$ cat config.mk
export PLATFORM = sky130hd
export DESIGN_NAME = pir_motion_source
export DESIGN_NICKNAME = d
export VERILOG_FILES = /design/src/rtl/pir_motion_source.sv
export SDC_FILE = /design/constraint.sdc
export NUM_CORES = 1
export LEC_CHECK = 0
export BUFFER_PORTS_ARGS = -buffer_cell sky130_fd_sc_hd__buf_2
export CORE_MARGIN = 2
export CORE_UTILIZATION = 55
export DETAILED_ROUTE_END_ITERATION = 10
export PLACE_DENSITY = 0.75
export REMOVE_ABC_BUFFERS = 1
export SETUP_SLACK_MARGIN = 0.05
export SLEW_MARGIN = 40
export SYNTH_ARGS = -nofsm -noshare
export SYNTH_HDL_FRONTEND = slang
export SYNTH_SLANG_ARGS = --single-unit
$ cat constraint.sdc
create_clock -name clk -period 3.3 [get_ports clk]
set_input_delay 0.33 -clock clk [delete_from_list [all_inputs] [get_ports clk]]
set_output_delay 0.33 -clock clk [all_outputs]
set_load 0.05 [all_outputs]
$ cat src/rtl/pir_motion_source.sv
// pir_motion_source: three-channel PIR sensor stimulus source. Each channel
// idles on an LFSR noise baseline and, when commanded, plays a delayed,
// fixed-length elevated event (amplitude + noise, saturated to 7 bits).
module pir_motion_source #(
  parameter int unsigned SAMPLE_PERIOD = 4,
  parameter logic [6:0]  NOISE_MASK    = 7'h0F,
  parameter logic [7:0]  LFSR_SEED     = 8'hA5
) (
  input  logic       clk,
  input  logic       rst_n,
  input  logic       enable,
  input  logic       noise_en,
  input  logic       abort,
  input  logic       cmd_valid,
  output logic       cmd_ready,
  input  logic [1:0] cmd_sensor,
  input  logic [6:0] cmd_amplitude,
  input  logic [7:0] cmd_delay,
  input  logic [7:0] cmd_duration,
  output logic [6:0] pir_sensor_1,
  output logic [6:0] pir_sensor_2,
  output logic [6:0] pir_sensor_3,
  output logic       sample_strobe,
  output logic [2:0] event_active,
  output logic [2:0] event_done,
  output logic       cmd_error,
  output logic [7:0] events_total
);

  localparam int unsigned CW = $clog2(SAMPLE_PERIOD);

  typedef enum logic [1:0] {
    ST_IDLE   = 2'd0,
    ST_WAIT   = 2'd1,
    ST_ACTIVE = 2'd2
  } ch_state_t;

  logic [CW-1:0] cnt_q, cnt_d;
  logic          tick;
  logic [7:0]    lfsr_q, lfsr_d;

  ch_state_t     st_q  [3];
  ch_state_t     st_d  [3];
  logic [6:0]    amp_q [3];
  logic [6:0]    amp_d [3];
  logic [7:0]    dly_q [3];
  logic [7:0]    dly_d [3];
  logic [7:0]    rem_q [3];
  logic [7:0]    rem_d [3];
  logic [6:0]    smp_q [3];
  logic [6:0]    smp_d [3];
  logic [6:0]    noise [3];
  logic [6:0]    sat   [3];
  logic [7:0]    sum   [3];

  logic          strobe_q;
  logic [2:0]    done_q, done_d;
  logic          err_q, err_d;
  logic [7:0]    total_q, total_d;
  logic          sel_idle;
  logic          accept;

  // Sample tick generation and LFSR advance (8-bit Fibonacci, taps 8,6,5,4)
  always_comb begin
    tick   = enable && (cnt_q == CW'(SAMPLE_PERIOD - 1));
    cnt_d  = cnt_q;
    if (enable) cnt_d = tick ? '0 : cnt_q + CW'(1);
    lfsr_d = lfsr_q;
    if (tick) lfsr_d = {lfsr_q[6:0], lfsr_q[7] ^ lfsr_q[5] ^ lfsr_q[4] ^ lfsr_q[3]};
  end

  // Per-channel noise (LFSR rotated left by 2k) and saturated event level
  always_comb begin
    noise[0] = lfsr_q[6:0];
    noise[1] = {lfsr_q[4:0], lfsr_q[7:6]};
    noise[2] = {lfsr_q[2:0], lfsr_q[7:4]};
    for (int unsigned k = 0; k < 3; k++) begin
      noise[k] = noise_en ? (noise[k] & NOISE_MASK) : '0;
      sum[k]   = {1'b0, amp_q[k]} + {1'b0, noise[k]};
      sat[k]   = sum[k][7] ? 7'h7F : sum[k][6:0];
    end
  end

  // Command handshake: sensor 3 is always acceptable (and dropped)
  always_comb begin
    case (cmd_sensor)
      2'd0:    sel_idle = (st_q[0] == ST_IDLE);
      2'd1:    sel_idle = (st_q[1] == ST_IDLE);
      2'd2:    sel_idle = (st_q[2] == ST_IDLE);
      default: sel_idle = 1'b1;
    endcase
    cmd_ready = rst_n & ~abort & sel_idle;
    accept    = cmd_valid & cmd_ready;
    err_d     = accept && (cmd_sensor == 2'd3);
  end

  // Channel event engines: tick processing, command load, abort override
  always_comb begin
    done_d = '0;
    for (int unsigned k = 0; k < 3; k++) begin
      st_d[k]  = st_q[k];
      amp_d[k] = amp_q[k];
      dly_d[k] = dly_q[k];
      rem_d[k] = rem_q[k];
      smp_d[k] = smp_q[k];
      if (tick) begin
        case (st_q[k])
          ST_IDLE: smp_d[k] = noise[k];
          ST_WAIT: begin
            smp_d[k] = noise[k];
            dly_d[k] = dly_q[k] - 8'd1;
            if (dly_q[k] == 8'd1) st_d[k] = ST_ACTIVE;
          end
          ST_ACTIVE: begin
            smp_d[k] = sat[k];
            rem_d[k] = rem_q[k] - 8'd1;
            if (rem_q[k] == 8'd1) begin
              st_d[k]   = ST_IDLE;
              done_d[k] = 1'b1;
            end
          end
          default: st_d[k] = ST_IDLE;
        endcase
      end
      // Only an idle channel can be loaded, so this never collides with
      // an in-flight tick update of the same channel.
      if (accept && (cmd_sensor == 2'(k))) begin
        amp_d[k] = cmd_amplitude;
        dly_d[k] = cmd_delay;
        rem_d[k] = (cmd_duration == 8'd0) ? 8'd1 : cmd_duration;
        st_d[k]  = (cmd_delay == 8'd0) ? ST_ACTIVE : ST_WAIT;
      end
      // Abort wins over completion: a tick on the abort edge carries baseline only.
      if (abort) begin
        st_d[k]   = ST_IDLE;
        done_d[k] = 1'b0;
        if (tick) smp_d[k] = noise[k];
      end
    end
    total_d = total_q + 8'(done_d[0]) + 8'(done_d[1]) + 8'(done_d[2]);
  end

  // State and output registers with synchronous active-low reset
  always_ff @(posedge clk) begin
    if (!rst_n) begin
      cnt_q    <= '0;
      lfsr_q   <= LFSR_SEED;
      strobe_q <= 1'b0;
      done_q   <= '0;
      err_q    <= 1'b0;
      total_q  <= '0;
      for (int unsigned k = 0; k < 3; k++) begin
        st_q[k]  <= ST_IDLE;
        amp_q[k] <= '0;
        dly_q[k] <= '0;
        rem_q[k] <= '0;
        smp_q[k] <= '0;
      end
    end else begin
      cnt_q    <= cnt_d;
      lfsr_q   <= lfsr_d;
      strobe_q <= tick;
      done_q   <= done_d;
      err_q    <= err_d;
      total_q  <= total_d;
      for (int unsigned k = 0; k < 3; k++) begin
        st_q[k]  <= st_d[k];
        amp_q[k] <= amp_d[k];
        dly_q[k] <= dly_d[k];
        rem_q[k] <= rem_d[k];
        smp_q[k] <= smp_d[k];
      end
    end
  end

  // Output mapping
  always_comb begin
    pir_sensor_1  = smp_q[0];
    pir_sensor_2  = smp_q[1];
    pir_sensor_3  = smp_q[2];
    sample_strobe = strobe_q;
    event_done    = done_q;
    cmd_error     = err_q;
    events_total  = total_q;
    for (int unsigned k = 0; k < 3; k++) begin
      event_active[k] = (st_q[k] == ST_ACTIVE);
    end
  end

endmodule

==> metrics.txt, run 1 <==
status=complete, no violations; Filler cells=1018; Yosys top cell by area=dfxtp_1; Remaining Overflow, GRT=0; worst path required time=roughly 3.6 ns; Switching Share=0.230; Pleak=between 3 and 4 nW; worst endpoint data arrival time=roughly 3.3 ns; H-tree levels=4; GR Layer Usage met1=0.374; worst skew pair latency=about 0.43 ns; part of the cycle the worst path needs=0.919; number of vias per cell=6.35; Ports=between 60 and 70; Post-Syn Area=between 6000 and 7000 um^2; routability cong.=0.924; Hold Vio Cnt, Final=0; number of global-route vias before repair=~6400; syn_area_per_cell=just under 8 um^2; final setup fails=0; internal power=between 0.002 and 0.003 W; CTS max path bufs=2; CTS tree=built; total track usage=0.307; DRC=0; most used routing layer=met2; Hold Path Class=input port to flop; WL/cell=roughly 18 um; remaining antenna violation count=0; maximum number of pins on one net before global-route repair=86; Rows=40; Initial Util=0.561; ys flop type=dfxtp_1; register share of total power=0.392; Worst-Margin Slew=approximately 0.74 ns; PD cells=486 nW/um^2; Iter 0 DRT Violations=~480; die height=between 100 and 150 um; hold_buf cts=0; Final Skew=0.00951 ns; CP Launch Type=flop; via count=between 6000 and 7000; Post-Place Worst Slack=~0.26 ns; hold slack=roughly 0.18 ns; worst r2r src=rem_q[0][2]; met3 global-route usage=0.0693; core area=11900 um^2; Clk pwr share=0.548; Critical path origin=rem_q[0][2]; ant diodes=0; VDD IR max=just under 400 uV; top-count cell post-synth=dfxtp_1; Die X=about 110 um; Max-Cap Viols=0; M2 GR Usage=0.506; synth top area cells=dfxtp_1, nand2_1, a21oi_1; min cycle time layout=3.03 ns; crit-path max FO=6; nets=approximately 960; Crit. End Element=flop; Detailed Route WL=approximately 20 mm; Max Freq=approximately 330 MHz; Final WS setup=0.267 ns; full die area=about 13000 um^2; Setup CP Type=flop to flop; final core occ=0.653; Hold Path Origin=cmd_amplitude[5]; total net switching power=0.000869 W; first-pass GRT wire length=roughly 31 mm; clock slew at reported path FFs=roughly 0.06 ns; TritonCTS Buffers=17; number of synthesized flops with an enable pin=0; PortBufs=between 60 and 70; Post-Syn Instances=850; share of cells above drive strength 1=0.149; Sink Count=about 120; max-slew violation count=0; Detail Placement HPWL=between 10 and 15 mm; Commonest cells post-synth=dfxtp_1, nand2_1, a21oi_1; Slew HR=0.505; Seq cells post-synth=119; DR pass1 iterations=7; register area share after synthesis=0.357; Comb pwr share=0.061; share of synthesized registers carrying an async set or reset=0; unrepaired setup endpoints after global routing=no; yosys warns=0; post-synth cell types=70; initial antenna violation count=0; root buf cell=clkbuf_16; Area growth syn-to-layout=16.5%; Synth top area share=0.357
==> per-stage QoR <==
stage | cell area (um^2) | total power (W) | TNS (ns) | cells
finish | 7780 | 0.00378 | 0 | 1057
detailed placement | 7110 | 0.00173 | 0 | 1025
global route | 7780 | 0.00388 | 0 | 1057
floorplan | 6460 | 0.00163 | -0.278 | 794
CTS | 7770 | 0.00378 | 0 | 1057
global placement | 7110 | 0.00172 | 0 | 1025
==> cells in the final DEF, fill, tap and decap left out, drive strengths merged, types with 6 or more instances in the layout <==
master	Yosys	routed
inv	31	31
nor4	11	11
xor2	15	15
or3	6	6
nor2	81	81
o211ai	8	8
nand2	113	113
nand3	39	39
and3	8	8
a22oi	6	6
a31oi	22	22
xnor2	17	17
nor3	24	24
mux2i	8	8
a21oi	82	82
o21ai	30	30
buf	13	84
a21o	6	6
or4	6	6
dfxtp	119	119
nand2b	6	6
clkbuf	43	20
ha	25	25
a211oi	29	29
o221ai	6	6
and2	9	9
==> registers in the layout, indices dropped and copies added (netlist names), named ones only <==
register and cells:
amp_q 21, cmd_error 1, smp_q 12, event_done 3, events_total 8, st_q 6
sample_strobe 1, cnt_q 2, dly_q 24, lfsr_q 8, rem_q 24
==> metal layers <==
metal	share of wire	wire (um)
met1	0.41	8090
met2	0.48	9420
met3	0.069	1350
met4	0.035	682
met5	0	0
==> cell families after synthesis <==
kind of cell,share of synthesized area
and+or+nand+nor,0.242
adders and majority gates,0.0603
AOI/OAI and AO/OA,0.234
xor gates and xnor gates,0.0420
buffers and inverters,0.0509
DFF,0.357
muxes,0.0137
==> critical path, cell delays in order (launching register included) <==
cell,delay (ns)
dfxtp_1,0.35
nor4_1,0.55
nand2b_1,0.14
nor2_1,0.14
nand4_1,0.16
fa_1,0.53
inv_1,0.04
ha_1,0.20
fa_1,0.43
nand3_1,0.13
xor2_1,0.16
nor2_1,0.05
==> repair_timing <==
action | in CTS | in global routing
setup buffers | 0 | 0
gates resized for setup | 0 | 1
setup endpoints to repair | 0 | 2
==> path summary, 6_finish.rpt <==
| path | to | cells past startpoint | slack (ns) |
|---|---|---|---|
| max | events_total[6] | 11 | 0.27 |
| min | amp_q[0][12] | 3 | 0.18 |
| max reg2reg | events_total[6] | 11 | 0.27 |
| min reg2reg | amp_q[0][0] | 2 | 0.46 |
==> area by class of cell <==
| class | count | area [um^2] | share of cell area |
|---|---|---|---|
| inverters | 31 | 116 | 0.0150 |
| clock inverters | 12 | 199 | 0.0256 |
| flip-flops and latches | 119 | 2380 | 0.306 |
| multi-input cells | 644 | 3980 | 0.511 |
| clock buffers | 20 | 457 | 0.0587 |
| repair buffers | 84 | 464 | 0.0597 |
| well taps | 147 | 184 | 0.0236 |
==> power by group through the flow <==
| stage | Combinational, W | Clock [W] | Sequential (W) |
|---|---|---|---|
| global route | 0.000250 | 0.00214 | 0.00148 |
| floorplan | 0.000121 | 0 | 0.00151 |
| global placement | 0.000216 | 0 | 0.00151 |
| detailed placement | 0.000222 | 0 | 0.00151 |
| finish | 0.000230 | 0.00207 | 0.00148 |
| CTS | 0.000224 | 0.00208 | 0.00148 |
Power figures use the tool's default switching activity.
==> run 2, diff against run 1 <==
--- a/config.mk
+++ b/config.mk
@@ -6,12 +6,15 @@
 export NUM_CORES = 1
 export LEC_CHECK = 0
 export BUFFER_PORTS_ARGS = -buffer_cell sky130_fd_sc_hd__buf_2
+export CELL_PAD_IN_SITES_DETAIL_PLACEMENT = 2
+export CELL_PAD_IN_SITES_GLOBAL_PLACEMENT = 2
 export CORE_MARGIN = 2
-export CORE_UTILIZATION = 55
+export CORE_UTILIZATION = 35
 export DETAILED_ROUTE_END_ITERATION = 10
-export PLACE_DENSITY = 0.75
+export PLACE_DENSITY_LB_ADDON = 0.1
 export REMOVE_ABC_BUFFERS = 1
 export SETUP_SLACK_MARGIN = 0.05
+export SKIP_CTS_REPAIR_TIMING = 1
 export SLEW_MARGIN = 40
 export SYNTH_ARGS = -nofsm -noshare
 export SYNTH_HDL_FRONTEND = slang
==> metrics.txt, run 2 (same netlist as run 1, synthesis figures left out) <==
status=complete, no violations; WL/cell=22.2 um (+20%); Slew HR=0.520 (+0.0154); Hold Path Class=input port to flop; core area=18700 um^2 (+57%); min cycle time layout=3.06 ns (+0.0239 ns); final setup fails=0 (unchanged); Pleak=3.08 nW (+0.54%); worst path required time=3.58 ns (about the same); R2R setup slack=0.24 ns (-0.02 ns); Detailed Route WL=25.6 mm (+31%); area of the multi-input gates=3980 um^2 (+0.16%); Tot Pwr=0.00357 W (-5.5%); unrepaired setup endpoints after global routing=no; Hold Vio Cnt, Final=0 (unchanged); worst skew pair latency=0.43 ns (about the same); part of the cycle the worst path needs=0.926 (+0.00723); Initial Util=0.357 (-0.204); Filler cells=2163 (+110%); Critical Path, Cell by Cell=nor4_2 > nand2b_1 > nor2_1 > nand3_1 > fa_1 > inv_1 > ha_1 > fa_1 > nand3_1 > xor2_1 > nor2_1; most common cell after layout, fill and taps aside=dfxtp_1; Iter 0 DRT Violations=229 (-53%); maximum number of pins on one net before global-route repair=86 (unchanged); Max Freq=327 MHz (-0.78%); hold slack=0.198 ns (+0.0224 ns); Worst-Margin Slew=0.720 ns (-0.0199 ns); via count=6823 (+1.6%); cell area after placement=7280 um^2 (+2.4%); Remaining Overflow, GRT=0 (unchanged); VDD IR max=404 uV (+4.3%); WHS Path Cells=3 (unchanged); Setup CP Type=flop to flop; most frequent cells in the layout=dfxtp_1, nand2_1, a21oi_1; CP Launch Type=flop; Detail Placement HPWL=18.0 mm (+32%); root buf cell=clkbuf_16; Max-Cap Viols=0 (unchanged); initial antenna violation count=0 (unchanged); crit-path max FO=6 (unchanged); Worst path max stage delay=0.51 ns (-0.04 ns); full die area=20200 um^2 (+55%); Worst Reg-to-Reg Cells=11 (unchanged); Ports=69 (unchanged); first-pass GRT wire length=41.2 mm (+31%); Final Skew=0.00769 ns (-0.00182 ns); critical path's slowest cell=fa_1; Area growth syn-to-layout=17.9%; nets=965 (+0.94%); clock slew at reported path FFs=0.06 ns (about the same); number of global-route vias before repair=7459 (+16%); die height=142 um (+24%); DR pass1 iterations=4 (-3); routability cong.=0.830 (-10%); PortBufs=68 (unchanged); TritonCTS Buffers=17 (unchanged); H-tree levels=4 (unchanged); PD cells=453 nW/um^2 (-6.7%); register area=2380 um^2 (unchanged); share of cells above drive strength 1=0.158 (+0.00833); Sink Count=119 (unchanged); number of vias per cell=5.92 (-6.8%); Crit. End Element=flop; worst endpoint data arrival time=3.34 ns (+0.02 ns); CTS tree=built; max-slew violation count=0 (unchanged); Die X=142 um (+24%); CTS max path bufs=2 (unchanged); Rows=50 (+25%); cell area after layout=7880 um^2 (+1.3%); total track usage=0.262 (-0.0448); ant diodes=0 (unchanged); remaining antenna violation count=0 (unchanged); DRC=0 (unchanged); Regs by FF count=dly_q x24, rem_q x24, amp_q x21
[run 2: routing by layer]
metal,wire length (um),share of wire,track usage,vias to the layer above
met4,723,0.028,0.105,0
li1,-,-,-,3196
met1,11100,0.43,0.311,3458
met3,751,0.029,0.0478,53
met2,13000,0.51,0.467,116
met5,0,0,0,-
[run 2: cell type report]
cell class | instances | area share
clock buffers | 24 | 0.0637
inverters | 31 | 0.0148
multi-input cells | 644 | 0.506
repair buffers | 93 | 0.0675
flip-flops and latches | 119 | 0.302
well taps | 234 | 0.0372
clock inverters | 8 | 0.00889
[run 2: path summary, 6_finish.rpt]
check                   start         endpoint
max              rem_q[0][18]  events_total[6]
min          cmd_amplitude[0]     amp_q[0][14]
max reg2reg      rem_q[0][18]  events_total[6]
min reg2reg              flop             flop
[run 2: worst max-delay path: cells and delay by family, from the launching register on]
| family | cells | cell delay [ns] |
|---|---|---|
| fa+ha+maj | 3 | 1.16 |
| simple gates | 6 | 1.17 |
| flops | 1 | 0.36 |
| buf+inv | 1 | 0.05 |
| xor+xnor | 1 | 0.18 |
[run 2: per-stage QoR]
step / TNS, ns / setup WS (ns) / util / cells
finish: 0 / 0.243 / 0.421 / 1153
global route: 0 / 0.0543 / 0.421 / 1153
CTS: -0.00701 / -0.00701 / 0.420 / 1152
detailed placement: 0 / 0.129 / 0.389 / 1120
global placement: 0 / 0.380 / 0.389 / 1120
floorplan: -0.278 / -0.130 / - / 794
[run 2: power breakdown]
part	switching [W]	total [W]	internal, W
combinational	0.000172	0.000252	0.0000798
clock	0.000710	0.00184	0.00113
sequential	0.0000214	0.00148	0.00146
